--- config.mk ---
export PLATFORM = sky130hd
export DESIGN_NAME = ether_commit_gate
export DESIGN_NICKNAME = d
export VERILOG_FILES = /design/src/rtl/ether_ctrl_pkg.sv /design/src/rtl/commit_gate_ram.sv /design/src/rtl/ether_commit_gate.sv
export SDC_FILE = /design/constraint.sdc
export NUM_CORES = 1
export LEC_CHECK = 0
export CAP_MARGIN = 25
export CORE_ASPECT_RATIO = 1.75
export CORE_MARGIN = 3
export CORE_UTILIZATION = 40
export DETAILED_ROUTE_END_ITERATION = 12
export PLACE_DENSITY = 0.6
export SYNTH_ARGS = -nofsm -noshare
export SYNTH_HDL_FRONTEND = slang
export SYNTH_SLANG_ARGS = --single-unit
--- constraint.sdc ---
create_clock -name clk -period 8.3 [get_ports clk]
set_clock_uncertainty 0.15 [all_clocks]
set_input_delay 0.83 -clock clk [delete_from_list [all_inputs] [get_ports clk]]
set_output_delay 0.83 -clock clk [all_outputs]
set_load 0.03 [all_outputs]
--- src/rtl/ether_ctrl_pkg.sv ---
// Shared types and helpers for the Ethernet commit/rollback gate.
package ether_ctrl_pkg;

  typedef enum logic {COLLECT, POISON} frame_state_t;
  typedef enum logic [1:0] {IDLE, EMIT, WAIT} drain_state_t;

  function automatic int PTR_W(input int depth);
    return $clog2(depth) + 1;
  endfunction

  function automatic logic [15:0] sat_inc(input logic [15:0] v);
    return (v == 16'hFFFF) ? v : v + 16'd1;
  endfunction

endpackage

--- src/rtl/commit_gate_ram.sv ---
// DEPTHx32 simple dual-port buffer: one write port, one registered read port.
module commit_gate_ram #(
  parameter int DEPTH = 8,
  parameter int AW    = 3
) (
  input  logic          clk,
  input  logic          rst,
  input  logic          we,
  input  logic [AW-1:0] waddr,
  input  logic [31:0]   wdata,
  input  logic          re,
  input  logic [AW-1:0] raddr,
  output logic [31:0]   rdata
);

  logic [31:0] mem [DEPTH];

  always_ff @(posedge clk) begin
    if (we) mem[waddr] <= wdata;
  end

  // Read register is cleared on reset so the bus fields come up as zero.
  always_ff @(posedge clk) begin
    if (rst)     rdata <= '0;
    else if (re) rdata <= mem[raddr];
  end

endmodule

--- src/rtl/ether_commit_gate.sv ---
// Buffers a frame's bus words, releases them on a good checksum verdict and
// rolls them back on a bad or overflowed frame; drains with a minimum strobe gap.
module ether_commit_gate
  import ether_ctrl_pkg::*;
#(
  parameter int DEPTH = 8,
  parameter int GAP   = 2
) (
  input  logic        clk,
  input  logic        rst,
  input  logic        axiiv,
  input  logic [31:0] axiid,
  input  logic        done,
  input  logic        kill,
  output logic [15:0] addr_o,
  output logic [15:0] data_o,
  output logic        rw_o,
  output logic        valid_o,
  output logic [15:0] frames_ok,
  output logic [15:0] frames_bad
);

  localparam int PW = PTR_W(DEPTH);
  localparam int AW = PW - 1;
  localparam int CW = (GAP < 1) ? 1 : $clog2(GAP + 1);

  logic [PW-1:0] wr, cm, rd, occ;
  frame_state_t  fstate;
  drain_state_t  dstate;
  logic [CW-1:0] gcnt;
  logic          we, re, full, poison_now;
  logic [31:0]   rdata;

  assign occ  = wr - rd;
  assign full = (occ == PW'(DEPTH));
  assign we   = axiiv && (fstate == COLLECT) && !full;
  // A word arriving alongside done can still poison the frame it ends.
  assign poison_now = (fstate == POISON) || (axiiv && full);
  assign re   = (dstate == IDLE) && (rd != cm);

  assign rw_o   = 1'b1;
  assign addr_o = rdata[31:16];
  assign data_o = rdata[15:0];

  commit_gate_ram #(.DEPTH(DEPTH), .AW(AW)) u_ram (
    .clk   (clk),
    .rst   (rst),
    .we    (we),
    .waddr (wr[AW-1:0]),
    .wdata (axiid),
    .re    (re),
    .raddr (rd[AW-1:0]),
    .rdata (rdata)
  );

  always_ff @(posedge clk) begin
    if (rst) begin
      fstate     <= COLLECT;
      wr         <= '0;
      cm         <= '0;
      frames_ok  <= '0;
      frames_bad <= '0;
    end else if (done) begin
      if (!kill && !poison_now) begin
        wr        <= wr + PW'(we);
        cm        <= wr + PW'(we);
        frames_ok <= sat_inc(frames_ok);
      end else begin
        wr         <= cm;
        frames_bad <= sat_inc(frames_bad);
      end
      fstate <= COLLECT;
    end else begin
      if (we)         wr     <= wr + PW'(1);
      if (poison_now) fstate <= POISON;
    end
  end

  always_ff @(posedge clk) begin
    if (rst) begin
      dstate  <= IDLE;
      rd      <= '0;
      valid_o <= 1'b0;
      gcnt    <= '0;
    end else begin
      case (dstate)
        IDLE: begin
          if (re) begin
            rd      <= rd + PW'(1);
            valid_o <= 1'b1;
            dstate  <= EMIT;
          end
        end
        EMIT: begin
          valid_o <= 1'b0;
          if (GAP == 0) begin
            dstate <= IDLE;
          end else begin
            gcnt   <= CW'(GAP);
            dstate <= WAIT;
          end
        end
        WAIT: begin
          if (gcnt <= CW'(1)) dstate <= IDLE;
          else                gcnt   <= gcnt - CW'(1);
        end
        default: dstate <= IDLE;
      endcase
    end
  end

endmodule
==> results by group, run 1 <==
Clocking
  • Max clock buf depth: 3
  • Post-CTS Resized: 0
  • H-tree levels: 1
  • Hold_buf cts: 0
  • CTS tree: yes
  • CTS clk-pin slew, worst paths: 0.06 ns
  • Setup repair bufs after CTS: 0
  • Num CTS Buffers: 31
  • Worst skew pair latency: 0.57 ns
  • Clk sinks: 338
  • Root buf cell: clkbuf_16

Placement
  • DP Worst Slack: about 4.6 ns
  • Routability cong.: 0.7648
  • DP Area: 14840 sq um
  • Detail Placement HPWL: 16.70 mm
  • Number of port buffers: 101

Drt
  • Total wire length: 27.52 mm
  • Routed vias: 7525
  • Wirelength per Cell: 20.10 um
  • Residual DRC: 0
  • Initial DRC Count: 440
  • Vias per cell: 5.497
  • DRT antenna net count: 0
  • Drt pass-1 iters: 5

Cells and area
  • Syn-to-layout area delta: 19.12%
  • Layout cell share with drive strength beyond 1: between 10% and 20%
  • Commonest non-fill, non-tap cell in the layout: edfxtp_1
  • Fin area: 15860 sq um
  • # fillers: 2758
  • Ant diodes: 0
  • Most frequent cells in the layout: edfxtp_1 (256), clkdlybuf4s50_1 (100), nand2_1 (85), dfxtp_1 (79), nor2_1 (69)
  • Final #Nets: between 900 and 1000

Global routing
  • All-Layer GR Usage: 15.85%
  • Vias in the first global route: 7875
  • GRT overflow: 0
  • First-pass GRT wire length: between 40 and 50 mm
  • Initial antenna violation count: 0
  • Largest net degree at the start of global routing: just over 80

Floorplanning
  • CORE AREA: 32550 sq um
  • Initial Util: 40.90%
  • Num rows: a little under 90
  • Die Area: 35590 sq um
  • Chip height: 247.3 um
  • Boundary pin count: 103
  • Die width: 143.9 um

Setup path
  • Crit path buffers/inverters: 2
  • Crit path kind: reg2reg
  • CP Launch Type: register
  • Worst path arrival time: 3.75 ns
  • CP Cell Sequence: inv_1 -> ha_1 -> nand3b_1 -> and3_1 -> o211ai_1 -> and2_1 -> nand2_1 -> nor2_4 -> buf_16
  • CP Max Fanout: 37
  • Crit end category: register
  • Crit path max-delay family: simple AND/OR/NAND/NOR gates
  • Worst path max stage delay: 0.89 ns
  • Worst Path Required: 8.41 ns
  • Slowest CP cell: dfxtp_2

Synth
  • EDFF count, synth: 256
  • Seq/Total Area, Yosys: 70.08%
  • Synth unique cells: 61
  • Top FF cell, synth: edfxtp_1
  • Synth Net Count: 886
  • Post-synth ARST share: 0%
  • Synth warn: 0
  • Yosys reg bits: 338
  • Syn avg cell area: 15.87 sq um
  • Synthesized area: 13310 sq um
  • Gate Count Post-Synth: around 840

Status
  • Run status: finished, final reports clean

STA
  • Worst Max-Slew Pin Slew: a little over 1 ns
  • Final Hold Vio Count: 0
  • RSZ-0062 raised after global routing: false
  • Post-layout minimum cycle time: 3.638 ns
  • Crit share post-route: 43.83%
  • Setup TNS: 0 ns
  • Max-slew violations: 0
  • FMAX: 0.2749 GHz
  • Max_slew headroom: 32.19%
  • Final setup vio count: 0
  • Final worst slack: 4.662 ns

Run
  • Max Cap Viol: 0

Power
  • Maximum vdd ir drop: around 0.16 mV
  • Pleak: 0.005024 uW
  • PwrDens: 284.6 nW/um^2

Worst hold path
  • Worst hold path class: reg2reg
synthesized netlist by cell type, types with 2 or more instances:
library cell	number	share of area, %
xor2_1	10	0.66
o211ai_1	2	0.11
o21a_1	3	0.17
nand4_1	11	0.52
a41oi_1	2	0.13
buf_1	4	0.11
o31a_1	3	0.20
and3_1	4	0.19
inv_1	10	0.28
clkbuf_1	28	0.79
nor3_1	7	0.26
nand2_1	85	2.4
a311oi_1	32	2.1
mux2i_1	6	0.45
ha_1	10	0.94
dfxtp_1	82	12
nor4_1	3	0.14
and2_1	5	0.23
or3_1	12	0.56
o2111ai_1	3	0.20
nor2b_1	6	0.28
nand3_1	12	0.45
xnor2_1	15	0.99
a211oi_1	6	0.34
nand3b_1	2	0.11
mux4_2	64	11
a21oi_1	19	0.71
buf_2	12	0.45
or2_2	2	0.094
o21ai_0	12	0.45
and4_1	2	0.13
nor2_1	71	2.0
edfxtp_1	256	58
nand2b_1	4	0.19
buf_6	3	0.25
nor3b_1	5	0.28
or4_1	2	0.11
final timing paths:
kind / end / start / slack (ns) / cells after the start
setup / recovery: u_ram.mem[6][7] / rd[1] / 4.66 / 9
hold / removal: cm[3] / cm[3] / 0.34 / 2
hold reg to reg: cm[3] / cm[3] / 0.34 / 2
setup reg to reg: u_ram.mem[6][7] / rd[1] / 4.66 / 9
cell type report:
| type | instances | area [sq um] | area share (%) |
|---|---|---|---|
| repair buffers | 120 | 1189 | 7.496 |
| clock buffers | 34 | 787.0 | 4.963 |
| inverters | 11 | 41.29 | 0.2604 |
| clock inverters | 24 | 229.0 | 1.444 |
| multi-input cells | 442 | 3772 | 23.79 |
| flip-flops and latches | 338 | 9338 | 58.89 |
| well taps | 400 | 500.5 | 3.156 |
registers in the layout, indices dropped and copies added (netlist names):
signal	count
valid_o	1
u_ram.rdata	32
frames_bad	16
dstate	2
rd	4
frames_ok	16
gcnt	2
fstate	1
cm	4
u_ram.mem	256
wr	4
metrics by stage:
| stage | hold WS, ns | power, uW | util [%] | cells |
|---|---|---|---|---|
| finish | 0.3414 | 4513 | 48.72 | 1369 |
| global route | 0.3761 | 4740 | 48.72 | 1369 |
| CTS | 0.3430 | 4580 | 48.72 | 1369 |
| detailed placement | 0.3339 | 3150 | 45.60 | 1311 |
| global placement | 0.3298 | 3137 | 45.43 | 1309 |
| floorplan | 0.3116 | 2789 | - | 839 |
power by group:
group	internal [uW]	switching [uW]	total, uW
clock network	809	610	1420
logic	424	568	992
registers	1980	119	2100
total	3220	1300	4510
worst register-to-register path: cells and delay by family, from the launching register on:
| family | cells | cell delay [ns] |
|---|---|---|
| and+or+nand+nor | 5 | 1.40 |
| buffers and inverters | 2 | 0.39 |
| DFF | 1 | 0.89 |
| AOI/OAI and AO/OA | 1 | 0.16 |
| adders and majority gates | 1 | 0.34 |
layer usage:
metal | track usage, % | routed length, um | up-vias | part of all wire, %
li1 | - | - | 3456 | -
met1 | 19.08 | 10680 | 3847 | 39
met2 | 28.87 | 14810 | 182 | 54
met3 | 2.148 | 1318 | 40 | 4.8
met4 | 5.349 | 709 | 0 | 2.6
met5 | 0 | 0 | - | 0
cell families (layout without fill, tap and decap cells):
logic type | Yosys count | count (layout) | share of synthesized area, %
flip-flops | 338 | 338 | 70.08
AND/OR/NAND/NOR | 238 | 238 | 8.356
AO/OA/AOI/OAI | 95 | 95 | 5.405
multiplexers | 72 | 72 | 11.45
buffers and inverters | 59 | 189 | 1.974
XOR/XNOR | 26 | 26 | 1.767
adder cells (fa/ha/maj) | 10 | 10 | 0.9399
other | 1 | 1 | 0.02817
Power figures use the tool's default switching activity.
==> inputs of run 2 (changes only) <==
==> constraint.sdc (replaced) <==
create_clock -name clk -period 3.55 [get_ports clk]
set_clock_uncertainty 0.15 [all_clocks]
set_input_delay 0.355 -clock clk [delete_from_list [all_inputs] [get_ports clk]]
set_output_delay 0.355 -clock clk [all_outputs]
set_load 0.03 [all_outputs]
==> results by group, run 2 (synthesis results as in run 1) <==
STA
  • Post-layout minimum cycle time: just under 3 ns
  • Hold Slack: 0.1894 ns
  • Max_slew headroom: between 30% and 40%
  • RSZ-0062 raised after global routing: false
  • Final worst slack: approximately 0.57 ns
  • Crit share post-route: 83.93%
  • Setup TNS: 0 ns
  • Final setup vio count: 0
  • Max-slew violations: 0
  • Worst Max-Slew Pin Slew: 1.033 ns
  • Final Hold Vio Count: 0
  • FMAX: 0.3356 GHz

Setup path
  • R2R cell count: 9
  • Crit end category: register
  • Worst Path Required: between 3 and 4 ns
  • Crit path kind: reg2reg
  • CP Max Fanout: 20
  • Worst path arrival time: 3.07 ns
  • Critical R2R Launch: wr[0]
  • CP Launch Type: register
  • R2R Setup Slk: about 0.57 ns
  • Worst R2R End: u_ram.mem[3][12]

Drt
  • Drt pass-1 iters: 4
  • Vias per cell: 5.462
  • Wirelength per Cell: 20.48 um
  • Initial DRC Count: about 460
  • Routed vias: 7521
  • Total wire length: 28.21 mm
  • Residual DRC: 0
  • DRT antenna net count: 0

Clocking
  • Hold_buf cts: 0
  • CTS tree: yes
  • H-tree levels: 1
  • CTS clk-pin slew, worst paths: 0.07 ns
  • Num CTS Buffers: 31
  • Worst skew pair latency: 0.57 ns
  • Setup repair bufs after CTS: 0
  • Clk sinks: 338
  • Root buf cell: clkbuf_16
  • Max clock buf depth: 3
  • Post-CTS Resized: 0

Placement
  • Number of port buffers: 101
  • Routability cong.: 0.7640
  • DP Area: about 15000 sq um
  • Detail Placement HPWL: 17.23 mm
  • DP Worst Slack: around 0.6 ns

Worst hold path
  • Worst hold endpoint: rd[2]
  • Hold Crit Depth: 2
  • Hold Path Origin: rst
  • Worst hold path class: in2reg

Floorplanning
  • Die width: 143.9 um
  • Boundary pin count: 103
  • Die Area: 35590 sq um
  • Chip height: 247.3 um
  • CORE AREA: roughly 33000 sq um
  • Num rows: 87
  • Initial Util: 40.90%

Cells and area
  • Syn-to-layout area delta: 20.57%
  • Max reg flops: roughly 260
  • # fillers: 2741
  • Final #Nets: 999
  • Top flop regs: u_ram.mem (256), u_ram.rdata (32)
  • Ant diodes: 0
  • Fin area: 16050 sq um
  • Most frequent cells in the layout: edfxtp_1 (256), clkdlybuf4s50_1 (100), nand2_1 (83), dfxtp_1 (79), nor2_1 (69)
  • Layout cell share with drive strength beyond 1: 17.91%
  • Largest Register: u_ram.mem
  • Commonest non-fill, non-tap cell in the layout: edfxtp_1

Power
  • Maximum vdd ir drop: 0.4792 mV
  • Pleak: 0.005101 uW
  • PwrDens: 670.4 nW/um^2

Run
  • Max Cap Viol: 0

Global routing
  • Vias in the first global route: 7769
  • GRT overflow: 0
  • All-Layer GR Usage: 16.10%
  • Initial antenna violation count: 0
  • First-pass GRT wire length: 44.23 mm
  • Largest net degree at the start of global routing: 70

Status
  • Run status: finished, final reports clean
==> run 2: worst max-delay path: stages, from the launching register on <==
cell	delay (ns)
dfxtp_1	0.46
inv_1	0.12
ha_1	0.20
nand3b_1	0.20
and3_1	0.21
o211ai_1	0.15
and2_1	0.34
nand2_2	0.22
nor3b_4	0.24
buf_4	0.34
==> run 2: cell type report <==
class	count	area, sq um	share of cell area [%]
clock buffer	35	820.8	5.114
clock inverter	23	239.0	1.489
inverter	11	41.29	0.2573
multi-input combinational	442	3831	23.87
sequential	338	9338	58.18
tap	400	500.5	3.118
timing repair buffer	128	1279	7.968
==> run 2: stage by stage <==
stage	total power, uW	utilization [%]	std cells
final	10760	49.31	1377
after global routing	11290	49.31	1377
after CTS	10890	49.23	1376
after detailed placement	7437	45.97	1318
after global placement	7407	45.97	1318
after floorplan	6537	-	839
==> run 2: power by group <==
| group | internal [uW] | switching (uW) |
|---|---|---|
| Combinational | 1050 | 1460 |
| Sequential | 4640 | 183 |
| Clock | 1960 | 1460 |
==> run 2: worst max path at each step <==
| stage | start | end | slack, ns | depth (start not counted) |
|---|---|---|---|---|
| 2_1_floorplan | rd[2] | u_ram.mem[3][0] | 0.05 | 11 |
| 3_3_place_gp | wr[0] | u_ram.mem[3][15] | 0.62 | 9 |
| 3_5_place_dp | wr[0] | u_ram.mem[3][16] | 0.58 | 9 |
| 4_1_cts | wr[0] | u_ram.mem[3][5] | 0.55 | 9 |
| 5_1_grt | wr[0] | u_ram.mem[3][5] | 0.28 | 9 |
| 6_report | wr[0] | u_ram.mem[3][12] | 0.57 | 9 |
==> run 2: metal layers <==
metal	routed length [um]	up-vias	global-route usage [%]	part of all wire [%]
li1	-	3482	-	-
met3	1179	29	2.457	4.2
met2	15100	150	29.28	54
met1	11490	3860	19.94	41
met5	0	-	0	0
met4	439	0	3.963	1.6
==> inputs of run 3 (changes only) <==
--- a/config.mk
+++ b/config.mk
@@ -10,7 +10,7 @@
 export CORE_MARGIN = 3
 export CORE_UTILIZATION = 40
 export DETAILED_ROUTE_END_ITERATION = 12
-export PLACE_DENSITY = 0.6
+export PLACE_DENSITY = 0.62
 export SYNTH_ARGS = -nofsm -noshare
 export SYNTH_HDL_FRONTEND = slang
 export SYNTH_SLANG_ARGS = --single-unit
==> constraint.sdc (replaced) <==
create_clock -name clk -period 2.6 [get_ports clk]
set_clock_uncertainty 0.15 [all_clocks]
set_input_delay 0.26 -clock clk [delete_from_list [all_inputs] [get_ports clk]]
set_output_delay 0.26 -clock clk [all_outputs]
set_load 0.03 [all_outputs]
==> results by group, run 3 (synthesis results as in run 1) <==
Status
  • Run status: complete, but fails checks
  • Failing checks: setup timing

Placement
  • Detail Placement HPWL: 18.65 mm
  • Number of port buffers: 101
  • DP Area: roughly 15000 sq um
  • DP Worst Slack: -0.03314 ns
  • Routability cong.: approximately 0.77

Cells and area
  • Final #Nets: 1037
  • Max reg flops: between 200 and 300
  • # fillers: about 2700
  • Syn-to-layout area delta: 25.16%
  • Ant diodes: 0
  • Most frequent cells in the layout: edfxtp_1 (256), clkdlybuf4s50_1 (100), nand2_1 (83), dfxtp_1 (77), nor2_1 (69)
  • Layout cell share with drive strength beyond 1: 21.30%
  • Commonest non-fill, non-tap cell in the layout: edfxtp_1
  • Largest Register: u_ram.mem
  • Fin area: between 15000 and 20000 sq um
  • Top flop regs: u_ram.mem (256), u_ram.rdata (32)

Setup path
  • Worst Path Required: roughly 2.7 ns
  • Worst path max stage delay: between 0.3 and 0.4 ns
  • Crit end category: register
  • Crit path kind: reg2reg
  • Most frequent CP cell: buf_12
  • R2R Setup Slk: -0.0008 ns
  • CP Cell Sequence: inv_6 -> ha_4 -> nand3b_1 -> and3_4 -> o211ai_1 -> and2_4 -> buf_12 -> nand2_8 -> nor3b_4 -> buf_12 -> clkbuf_16
  • CP Max Fanout: 9
  • Worst path arrival time: 2.72 ns
  • Crit path buffers/inverters: 4
  • Slowest CP cell: dfxtp_4
  • Crit path max-delay family: simple AND/OR/NAND/NOR gates
  • CP Launch Type: register

STA
  • Crit share post-route: 100.0%
  • FMAX: 0.3845 GHz
  • Max-slew violations: 0
  • Final worst slack: -0.0008222 ns
  • RSZ-0062 raised after global routing: true
  • Final Hold Vio Count: 0
  • Post-layout minimum cycle time: 2.601 ns
  • Final setup vio count: 1

Drt
  • Wirelength per Cell: 20.98 um
  • Drt pass-1 iters: 5
  • Vias per cell: 5.387
  • DRT antenna net count: 0
  • Residual DRC: 0
  • Routed vias: 7617
  • Initial DRC Count: 508
  • Total wire length: 29.67 mm

Global routing
  • Vias in the first global route: 7789
  • Largest net degree at the start of global routing: 80
  • All-Layer GR Usage: 16.24%
  • Initial antenna violation count: 0
  • GRT overflow: 0
  • First-pass GRT wire length: roughly 44 mm

Clocking
  • Worst skew pair latency: 0.56 ns
  • CTS tree: yes
  • H-tree levels: 1
  • Root buf cell: clkbuf_16
  • Clk sinks: 338
  • CTS clk-pin slew, worst paths: 0.07 ns
  • Max clock buf depth: 3
  • Num CTS Buffers: 31

Floorplanning
  • Chip height: 247.3 um
  • Initial Util: 40.90%
  • Die width: 143.9 um
  • Num rows: 87
  • Boundary pin count: around 100
  • CORE AREA: between 30000 and 40000 sq um
  • Die Area: ~36000 sq um

Power
  • Total power draw: 14920 uW
  • Maximum vdd ir drop: 0.6973 mV
  • Pleak: 0.005352 uW
  • PwrDens: about 900 nW/um^2

Worst hold path
  • Worst hold path class: in2reg

Run
  • Max Cap Viol: 0
[run 3: cell count changes in the layout (fill, tap and decap cells not counted), moves of 3 or more]
cell       delta
clkbuf_16     +5
buf_6         +9
buf_12       +13
clkinv_4      -3
buf_8         +3
clkbuf_1      +6
buf_4         +8
[run 3: per-layer routing]
| metal | track usage, % | up-vias | routed length, um |
|---|---|---|---|
| met5 | 0 | - | 0 |
| met1 | 18.44 | 3857 | 11330 |
| li1 | - | 3563 | - |
| met4 | 3.991 | 0 | 486 |
| met2 | 31.42 | 163 | 16780 |
| met3 | 2.322 | 34 | 1074 |
[run 3: final cells by class]
type                            count  area, sq um  area share [%]
Timing Repair Buffer              166         1871           11.23
Inverter                           11        46.29          0.2779
Clock buffer                       42        857.1           5.144
Clock inverter                     15        157.7          0.9462
Sequential cell                   338         9340           56.06
Multi-Input combinational cell    442         3889           23.34
Tap cell                          400        500.5           3.004
[run 3: power breakdown]
group	switching [uW]	total, uW	leakage, uW	internal [uW]
clock	1890	4490	0.000485	2600
combinational	2090	3810	0.00187	1720
sequential	287	6620	0.00299	6330
total	4260	14900	0.00535	10700
[run 3: path summary, 6_finish.rpt]
kind	depth (start not counted)	end	startpoint
worst max-delay path	11	u_ram.mem[3][31]	rd[2]
worst min-delay path	3	frames_ok[1]	rst
worst max register to register	11	u_ram.mem[3][31]	rd[2]
worst min register to register	2	frames_ok[5]	frames_ok[5]
[run 3: through the flow]
stage | hold WS [ns] | TNS [ns] | instances | utilization (%)
floorplan | 0.2089 | -151.80 | 839 | -
global placement | 0.3252 | -0.4528 | 1343 | 47.16
detailed placement | 0.3392 | -1.708 | 1343 | 47.16
CTS | 0.05052 | 0 | 1400 | 50.29
global route | 0.07720 | -11.60 | 1414 | 51.19
finish | 0.06808 | -0.0008222 | 1414 | 51.19
[run 3: worst reg2reg max path, delay by kind of cell, from the launching register on]
kind	cells	cell delay [ns]
AOI/OAI and AO/OA	1	0.17
adders and majority gates	1	0.29
buffers and inverters	4	0.50
DFF	1	0.37
and+or+nand+nor	5	0.83
[run 3: repair_timing]
action | in CTS | in global routing
hold buffers | 0 | 0
gates resized for setup | 1 | 21
gates cloned | 0 | 7
setup endpoints to repair | 157 | 195
pin swaps | 0 | 8
setup buffers | 0 | 7
